`src/rtl/cp0_unit_pkg.sv`:
```
// cp0_unit_pkg: shared definitions for the coprocessor-0 block.
//   - cp0_oper_e   : command codes issued by the pipeline controller
//   - Cp0*         : CP0 register numbers used by MFC0/MTC0
//   - Status*Bit   : STATUS field positions, CauseIpBit : pending flag in CAUSE
//   - cp0_state_e  : interrupt FSM states (EXL mirrors StHandler)
package cp0_unit_pkg;

   typedef enum logic [1:0] {
      ExeCpNone  = 2'd0,
      ExeCpStore = 2'd1,
      ExeCp0Eret = 2'd2,
      ExeCpRsvd  = 2'd3
   } cp0_oper_e;

   localparam logic [4:0] Cp0Status = 5'd12;
   localparam logic [4:0] Cp0Cause  = 5'd13;
   localparam logic [4:0] Cp0Epc    = 5'd14;
   localparam logic [4:0] Cp0Ehbr   = 5'd15;

   localparam int unsigned StatusIeBit  = 0;
   localparam int unsigned StatusExlBit = 1;
   localparam int unsigned CauseIpBit   = 31;

   typedef enum logic {
      StRun     = 1'b0,
      StHandler = 1'b1
   } cp0_state_e;

endpackage

```
`src/rtl/cp0_unit_irq_sync.sv`:
```
// cp0_unit_irq_sync: multi-flop synchroniser for an asynchronous interrupt level,
// followed by a rising-edge detector.
//   clk_i       : clock
//   rst_ni      : asynchronous active-low reset, clears the whole chain
//   irq_i       : asynchronous interrupt request level
//   irq_pulse_o : one-cycle pulse per synchronised rising edge
module cp0_unit_irq_sync #(
   parameter int unsigned SYNC_STAGES = 2  // must be >= 2
) (
   input  logic clk_i,
   input  logic rst_ni,
   input  logic irq_i,
   output logic irq_pulse_o
);

   logic [SYNC_STAGES-1:0] sync_q;
   logic                   seen_q;

   always_ff @(posedge clk_i or negedge rst_ni) begin
      if (!rst_ni) begin
         sync_q <= '0;
         seen_q <= 1'b0;
      end else begin
         sync_q <= {sync_q[SYNC_STAGES-2:0], irq_i};
         seen_q <= sync_q[SYNC_STAGES-1];
      end
   end

   assign irq_pulse_o = sync_q[SYNC_STAGES-1] & ~seen_q;

endmodule

```
`src/rtl/cp0_unit.sv`:
```
// cp0_unit: coprocessor 0 for the 5-stage MIPS pipeline.
//   clk_i, rst_ni        : clock, asynchronous active-low reset
//   en_i                 : stage enable; no state change and no redirect when low
//   oper_i               : NONE / STORE (MTC0) / ERET / reserved(=NONE)
//   addr_r_i, data_r_o   : MFC0 read port (combinational, committed values)
//   addr_w_i, data_w_i   : MTC0 write port
//   ret_addr_i           : PC of the instruction in ID, saved to EPC on interrupt
//   ret_valid_i          : ID holds a valid unstalled instruction
//   ir_i                 : asynchronous external interrupt level
//   jump_en_o/jump_addr_o: fetch redirect on interrupt entry or ERET
module cp0_unit
   import cp0_unit_pkg::*;
#(
   parameter logic [31:0] HANDLER_RESET = 32'h0000_0008,
   parameter int unsigned SYNC_STAGES   = 2
) (
   input  logic        clk_i,
   input  logic        rst_ni,
   input  logic        en_i,
   input  logic [1:0]  oper_i,
   input  logic [4:0]  addr_r_i,
   output logic [31:0] data_r_o,
   input  logic [4:0]  addr_w_i,
   input  logic [31:0] data_w_i,
   input  logic [31:0] ret_addr_i,
   input  logic        ret_valid_i,
   input  logic        ir_i,
   output logic        jump_en_o,
   output logic [31:0] jump_addr_o
);

   cp0_state_e  state_q, state_d;
   logic        ie_q, ie_d;
   logic        ip_q, ip_d;
   logic [31:0] epc_q, epc_d;
   logic [31:0] ehbr_q, ehbr_d;

   logic irq_pulse;
   logic exl, store, eret, take_int;

   cp0_unit_irq_sync #(
      .SYNC_STAGES (SYNC_STAGES)
   ) u_irq_sync (
      .clk_i       (clk_i),
      .rst_ni      (rst_ni),
      .irq_i       (ir_i),
      .irq_pulse_o (irq_pulse)
   );

   assign exl      = (state_q == StHandler);
   assign store    = en_i && (oper_i == ExeCpStore);
   assign eret     = en_i && (oper_i == ExeCp0Eret);
   assign take_int = en_i & ip_q & ie_q & ~exl & ret_valid_i & (oper_i != ExeCp0Eret);

   // Redirect is forced low while reset is asserted, even if ERET is presented.
   assign jump_en_o   = rst_ni & (take_int | eret);
   assign jump_addr_o = take_int ? ehbr_q : epc_q;

   always_comb begin
      data_r_o = '0;
      case (addr_r_i)
         Cp0Status: begin
            data_r_o[StatusIeBit]  = ie_q;
            data_r_o[StatusExlBit] = exl;
         end
         Cp0Cause:  data_r_o[CauseIpBit] = ip_q;
         Cp0Epc:    data_r_o = epc_q;
         Cp0Ehbr:   data_r_o = ehbr_q;
         default:   data_r_o = '0;
      endcase
   end

   // Ordering below sets priority: interrupt entry overrides an MTC0 to EXL/EPC,
   // but the written IE bit survives.
   always_comb begin
      state_d = state_q;
      ie_d    = ie_q;
      epc_d   = epc_q;
      ehbr_d  = ehbr_q;
      if (store) begin
         case (addr_w_i)
            Cp0Status: begin
               ie_d    = data_w_i[StatusIeBit];
               state_d = data_w_i[StatusExlBit] ? StHandler : StRun;
            end
            Cp0Epc:    epc_d  = data_w_i;
            Cp0Ehbr:   ehbr_d = data_w_i;
            default:   ;
         endcase
      end
      if (take_int) begin
         epc_d   = ret_addr_i;
         state_d = StHandler;
      end
      if (eret) begin
         state_d = StRun;
      end
      // Pending flag captures edges regardless of en_i so no request is dropped;
      // a fresh edge in the clearing cycle keeps it set.
      ip_d = irq_pulse | (ip_q & ~take_int);
   end

   always_ff @(posedge clk_i or negedge rst_ni) begin
      if (!rst_ni) begin
         state_q <= StRun;
         ie_q    <= 1'b0;
         ip_q    <= 1'b0;
         epc_q   <= '0;
         ehbr_q  <= HANDLER_RESET;
      end else begin
         state_q <= state_d;
         ie_q    <= ie_d;
         ip_q    <= ip_d;
         epc_q   <= epc_d;
         ehbr_q  <= ehbr_d;
      end
   end

endmodule

```
`config.mk`:
```
export PLATFORM = sky130hd
export DESIGN_NAME = cp0_unit
export DESIGN_NICKNAME = d
export VERILOG_FILES = /design/src/rtl/cp0_unit_pkg.sv /design/src/rtl/cp0_unit_irq_sync.sv /design/src/rtl/cp0_unit.sv
export SDC_FILE = /design/constraint.sdc
export NUM_CORES = 1
export LEC_CHECK = 0
export BUFFER_PORTS_ARGS = -buffer_cell sky130_fd_sc_hd__buf_2
export CAP_MARGIN = 20
export CORE_MARGIN = 2
export CORE_UTILIZATION = 45
export CTS_CLUSTER_SIZE = 40
export DETAILED_ROUTE_END_ITERATION = 10
export GPL_TIMING_DRIVEN = 0
export PLACE_DENSITY = 0.86
export SLEW_MARGIN = 20
export SYNTH_ARGS = -nofsm -noshare
export SYNTH_HDL_FRONTEND = slang
export SYNTH_SLANG_ARGS = --single-unit
```
`constraint.sdc`:
```
create_clock -name clk_i -period 1.9 [get_ports clk_i]
set_input_delay 0.285 -clock clk_i [delete_from_list [all_inputs] [get_ports clk_i]]
set_output_delay 0.285 -clock clk_i [all_outputs]
set_load 0.01 [all_outputs]
```
# == After elaboration in Yosys (flattened, before gate mapping) ==
# Index checks and enable logic that the tools add are counted.
# totals
output_inout_bits,65
reg_bits,70
# op_classes
n_eq_ne,10
reduce_logical,10
bitwise_logic,13
muxes,12
# ops
operator,n
32-bit 2-to-1 mux,4
29-bit case mux with 2 select lines,1
5-bit by 4-bit == test with 1-bit output (second input constant),7
1-bit AND,8
2-bit AND reduction,4
2-bit case mux with 3 select lines,1
3-bit nonzero test,2
1-bit 2-to-1 mux,5
2-bit nonzero test,2
1-bit inverter,3
1-bit case mux with 3 select lines,1
2-bit by 1-bit == test with 1-bit output (second input constant),1
2-bit == test (second input constant),1
1-bit logical AND,2
2-bit != test (second input constant),1
1-bit bitwise OR,2

# == Longest topological paths before layout ==
# depth
ltp_word,8
ltp_mapped,7

# == Hierarchy ==
# A second synthesis with hierarchy kept.
# unflattened
hier_cells,283
area_unflattened_um2,3938.8
# modules_own_cells
module,cells_each,seq_area_each_um2,area_each_um2,n_inst
cp0_unit,279,1677.9,3849.9,1
cp0_unit_irq_sync,4,75.1,88.8,1

# == Worst setup path after synthesis ==
# OpenSTA, ideal clock, no wires.
# synth_timing
path_kind,reg-to-output
startpoint,"reg state_q, in the netlist exl"
endpoint,out jump_addr_o[10]
stages_incl_launch_ff,6
arrival_time_ps,1649
setup_slack_ps,-34
path_cell_list,dfrtp_1 > or4_4 > buf_6 > buf_6 > buf_2 > mux2_2
# synth_via
elab_chain_len,5
# synth_rtl
item,line,text
start: declaration,cp0_unit.sv:32,"cp0_state_e state_q, state_d;"
start signal: assignment,cp0_unit.sv:105,state_q <= StRun;
start signal: assignment,cp0_unit.sv:111,state_q <= state_d;
1-bit inverter,cp0_unit.sv:53,assign take_int = en_i & ip_q & ie_q & ~exl & ret_valid_i & (oper_i != ExeCp0Eret);
1-bit AND (3 in series),cp0_unit.sv:53,
32-bit 2-to-1 mux,cp0_unit.sv:57,assign jump_addr_o = take_int ? ehbr_q : epc_q;
end: declaration,cp0_unit.sv:29,output logic [31:0] jump_addr_o
# Every way passes these cells.

# == Final worst setup path ==
# layout_timing
startpoint,reg ie_q
endpoint,out jump_addr_o[14]
# layout_via
elab_chain_len,5
# layout_rtl
item,line,text
start: declaration,cp0_unit.sv:33,"logic ie_q, ie_d;"
start signal: assignment,cp0_unit.sv:112,ie_q <= ie_d;
1-bit AND (4 in series),cp0_unit.sv:53,
32-bit 2-to-1 mux,cp0_unit.sv:57,
# Every way passes these cells.

==> metrics.md <==
| Metric | Value |
|---|---|
| Status | `finished with violations` |
| Failing checks | `negative setup slack` |
| Routed wire per std cell | `around 18 um` |
| Peak Freq | `428.9 MHz` |
| Overall power | `between 4 and 5 mW` |
| Pre-Repair DR Iteration Count | `4` |
| Register bit count reported by yosys | `70` |
| H-tree levels | `3` |
| Multiplexer share of the synthesized area | `approximately two fifths` |
| Routed Antenna Nets | `0` |
| Pins Over Slew Limit | `0` |
| DR vias/cell | `5.312` |
| DRT iter0 DRCs | `47` |
| RePlAce Congestion | `0.8101` |
| P per Cell Area | `about 830 nW/um^2` |
| Crit Path Max Fanout | `10` |
| Die W | `slightly below 100 um` |
| Share of the yosys chip area belonging to registers | `roughly 44%` |
| Netlist cell types | `27` |
| Share of cells above drive strength 1 | `~70%` |
| Tightest Pin Transition | `0.3473 ns` |
| Static Leak | `around 2.9 nW` |
| Hold Path End | `u_irq_sync.sync_q[0]` |
| Routed wire length | `just over 10000 um` |
| Cells after synthesis | `286` |
| DIE AREA | `9535 um^2` |
| ANT cells | `0` |
| CTS tree | `yes` |
| Avg Inst Size Synth | `~14 um^2` |
| Compound-Gate Fraction of Synth Area | `under 10%` |
| Max-Cap Viols | `0` |
| CP max stage cell | `or4_4` |
| Global-route wire length before repair | `15850 um` |
| GRT overflow | `0` |
| Most frequent CP cell | `buf_12` |
| Largest net degree at the start of global routing | `between 40 and 50` |
| Startpoint types | `flip-flop` |
| Cell Chain, Critical Path | `nand2_1 -> or4_4 -> buf_12 -> buf_12 -> mux2_2 -> buf_6` |
| Nets | `roughly 530` |
| DP Worst Slack | `-0.7759 ns` |
| Worst R2R End | `epc_q[30]` |
| Worst EP required | `1.62 ns` |
| Clock slew at reported path FFs | `roughly 0.08 ns` |
| Worst R2R Start | `ie_q` |
| Final setup vio count | `65` |
| Initial core utilization | `a little under half` |
| Initial antenna violation count | `0` |
| Final WS setup | `-0.4314 ns` |
| Layout Area Growth over Synthesis | `37.83%` |
| R2r setup slk | `-0.17 ns` |
| Die height | `between 90 and 100 um` |
| CP endpoint kind | `output pin` |
| Xor/xnor share of the synthesized area | `0%` |
| Worst path max stage delay | `roughly 0.57 ns` |
| CP Launch Point | `ie_q` |
| Data arrival, critical path | `between 2 and 2.5 ns` |
| Clock sinks | `70` |
| Synthesized cell area | `just under 4000 um^2` |
| Fill cells | `about 700` |
| Largest family of logic cells by synthesized area | `multiplexers` |
| Std-Cell Rows | `34` |
| Vias in the first global route | `3111` |
| Rel. slew slack | `about three quarters` |
| DRC violations left | `0` |
| Net Count, Synth | `approximately 370` |
| Longest Clk Path Bufs | `2` |
| Worst reg-to-reg path cell count | `7` |
| Setup TNS | `-16.88 ns` |
| Simple-gate share of the synthesized area | `a little over 3%` |
| Hold depth | `1` |
| Dpl hpwl | `a little over 7000 um` |
| Clock root buffer | `clkbuf_8` |
| Final Skew | `0.007741 ns` |
| Synth warn | `0` |
| Final period utilization | `122.7%` |
| IO buf count | `roughly 140` |
| Cts bufs inserted | `9` |
| Fin. Hold Viols | `0` |
| Hold Startpoint | `ir_i` |
| Gr usage total | `20.96%` |
| Vias | `about 3000` |
| Final core utilization | `a little over three fifths` |
| I/O pins | `146` |
| Min Tclk post-route | `about 2.3 ns` |
| Adder-Cell Fraction of Synth Area | `0%` |
| VDD IR max | `491.1 uV` |
| Worst min-delay path category | `in2reg` |
| Core area | `~8600 um^2` |
| Worst-Skew Late Latency | `between 0.3 and 0.4 ns` |
| WS Path Type | `reg2out` |
| RSZ-0062 raised after global routing | `yes` |
## where the power goes
group | internal [mW] | leakage, nW | switching, mW
clock | 0.638 | 0.102 | 0.554
sequential | 1.75 | 0.920 | 0.187
combinational | 0.867 | 1.93 | 0.500
## metrics by stage
stage	instances	hold WS (ns)	cell area, um^2
after global routing	565	0.03592	5439
final	565	0.05682	5439
after floorplan	286	-0.01059	3954
after CTS	562	0.04118	5279
after global placement	537	0.3393	4805
after detailed placement	538	0.2481	4827
## cell families (layout without fill, tap and decap cells)
| group | Yosys count | count (layout) |
|---|---|---|
| AO/OA/AOI/OAI | 36 | 36 |
| buffers and inverters | 26 | 197 |
| flip-flops | 70 | 70 |
| multiplexers | 133 | 133 |
| AND/OR/NAND/NOR | 21 | 21 |
## timing repair
| action | 4_1_cts | 5_1_grt |
|---|---|---|
| resized for setup | 40 | 34 |
| hold buffers | 2 | 0 |
| pin swaps | 1 | 1 |
| setup buffers | 7 | 3 |
| setup endpoints to repair | 94 | 85 |
| hold endpoints to repair | 30 | 0 |
## Yosys cell counts (all sizes together)
master  number  area [um^2]
or2          1        6.260
and3         1        6.260
or4          1        11.26
o21a         1        7.510
mux2       130         1584
a21oi        1        5.000
dfrtp       69         1727
and4bb       1        12.51
nor2         7        26.28
o21ai        1        5.000
nor2b        1        13.76
nand2        5        18.77
mux2i        3        30.03
a21boi       2        15.01
nand4        2        12.51
nor3b        1        7.510
inv          3        11.26
dfstp        1        26.28
a31oi        2        12.51
buf         14        112.6
nand3b       1        7.510
a22o        29        254.0
clkbuf       9        33.78
## state kept, by name, summed over array words and instances (netlist names)
| signal | flops |
|---|---|
| ehbr_q | 32 |
| epc_q | 32 |
| exl | 1 |
| ie_q | 1 |
| ip_q | 1 |
| u_irq_sync.seen_q | 1 |
| u_irq_sync.sync_q | 2 |
## critical path, delay by kind of cell, from the launching register on
| family | cells | cell delay, ns |
|---|---|---|
| flip-flops | 1 | 0.36 |
| AND/OR/NAND/NOR | 2 | 0.63 |
| buffers and inverters | 3 | 0.44 |
| multiplexers | 1 | 0.29 |
## final cells by class
cell class | count | area, um^2 | area share, %
well taps | 108 | 135.1 | 2.484
flip-flops and latches | 70 | 1753 | 32.23
inverters | 3 | 11.26 | 0.2070
repair buffers | 156 | 1047 | 19.25
multi-input cells | 190 | 2048 | 37.66
plain buffers | 22 | 245.2 | 4.509
clock buffers | 10 | 137.6 | 2.530
clock inverters | 6 | 61.31 | 1.127
## placed cells by master (no fill, tap or decap), types with 2 or more instances in the layout
master / count
mux2i_1: 3
clkbuf_1: 2
nand4_1: 2
buf_8: 5
nand2_1: 5
clkbuf_8: 12
buf_2: 114
mux2_4: 33
clkinv_2: 3
buf_4: 13
mux2_2: 96
dfrtp_1: 69
a22o_1: 29
nor2_1: 7
inv_1: 3
a31oi_1: 2
buf_12: 6
buf_6: 33
## worst max path at each step
stage	to	slack, ns	cells past startpoint
finish	jump_addr_o[14]	-0.43	6
CTS	jump_addr_o[24]	-0.47	6
global placement	data_r_o[18]	-0.72	7
global route	jump_addr_o[14]	-0.52	6
detailed placement	data_r_o[18]	-0.78	7
floorplan	jump_addr_o[10]	-0.02	5
## metal layers
layer / global-route usage [%] / up-vias / share of wire [%]
li1: - / 1396 / -
met5: 0 / - / 0
met1: 26.24 / 1510 / 44
met3: 3.453 / 7 / 4.2
met4: 5.021 / 0 / 0.70
met2: 37.77 / 88 / 51
Note: power is estimated with default switching activity, not from simulation.
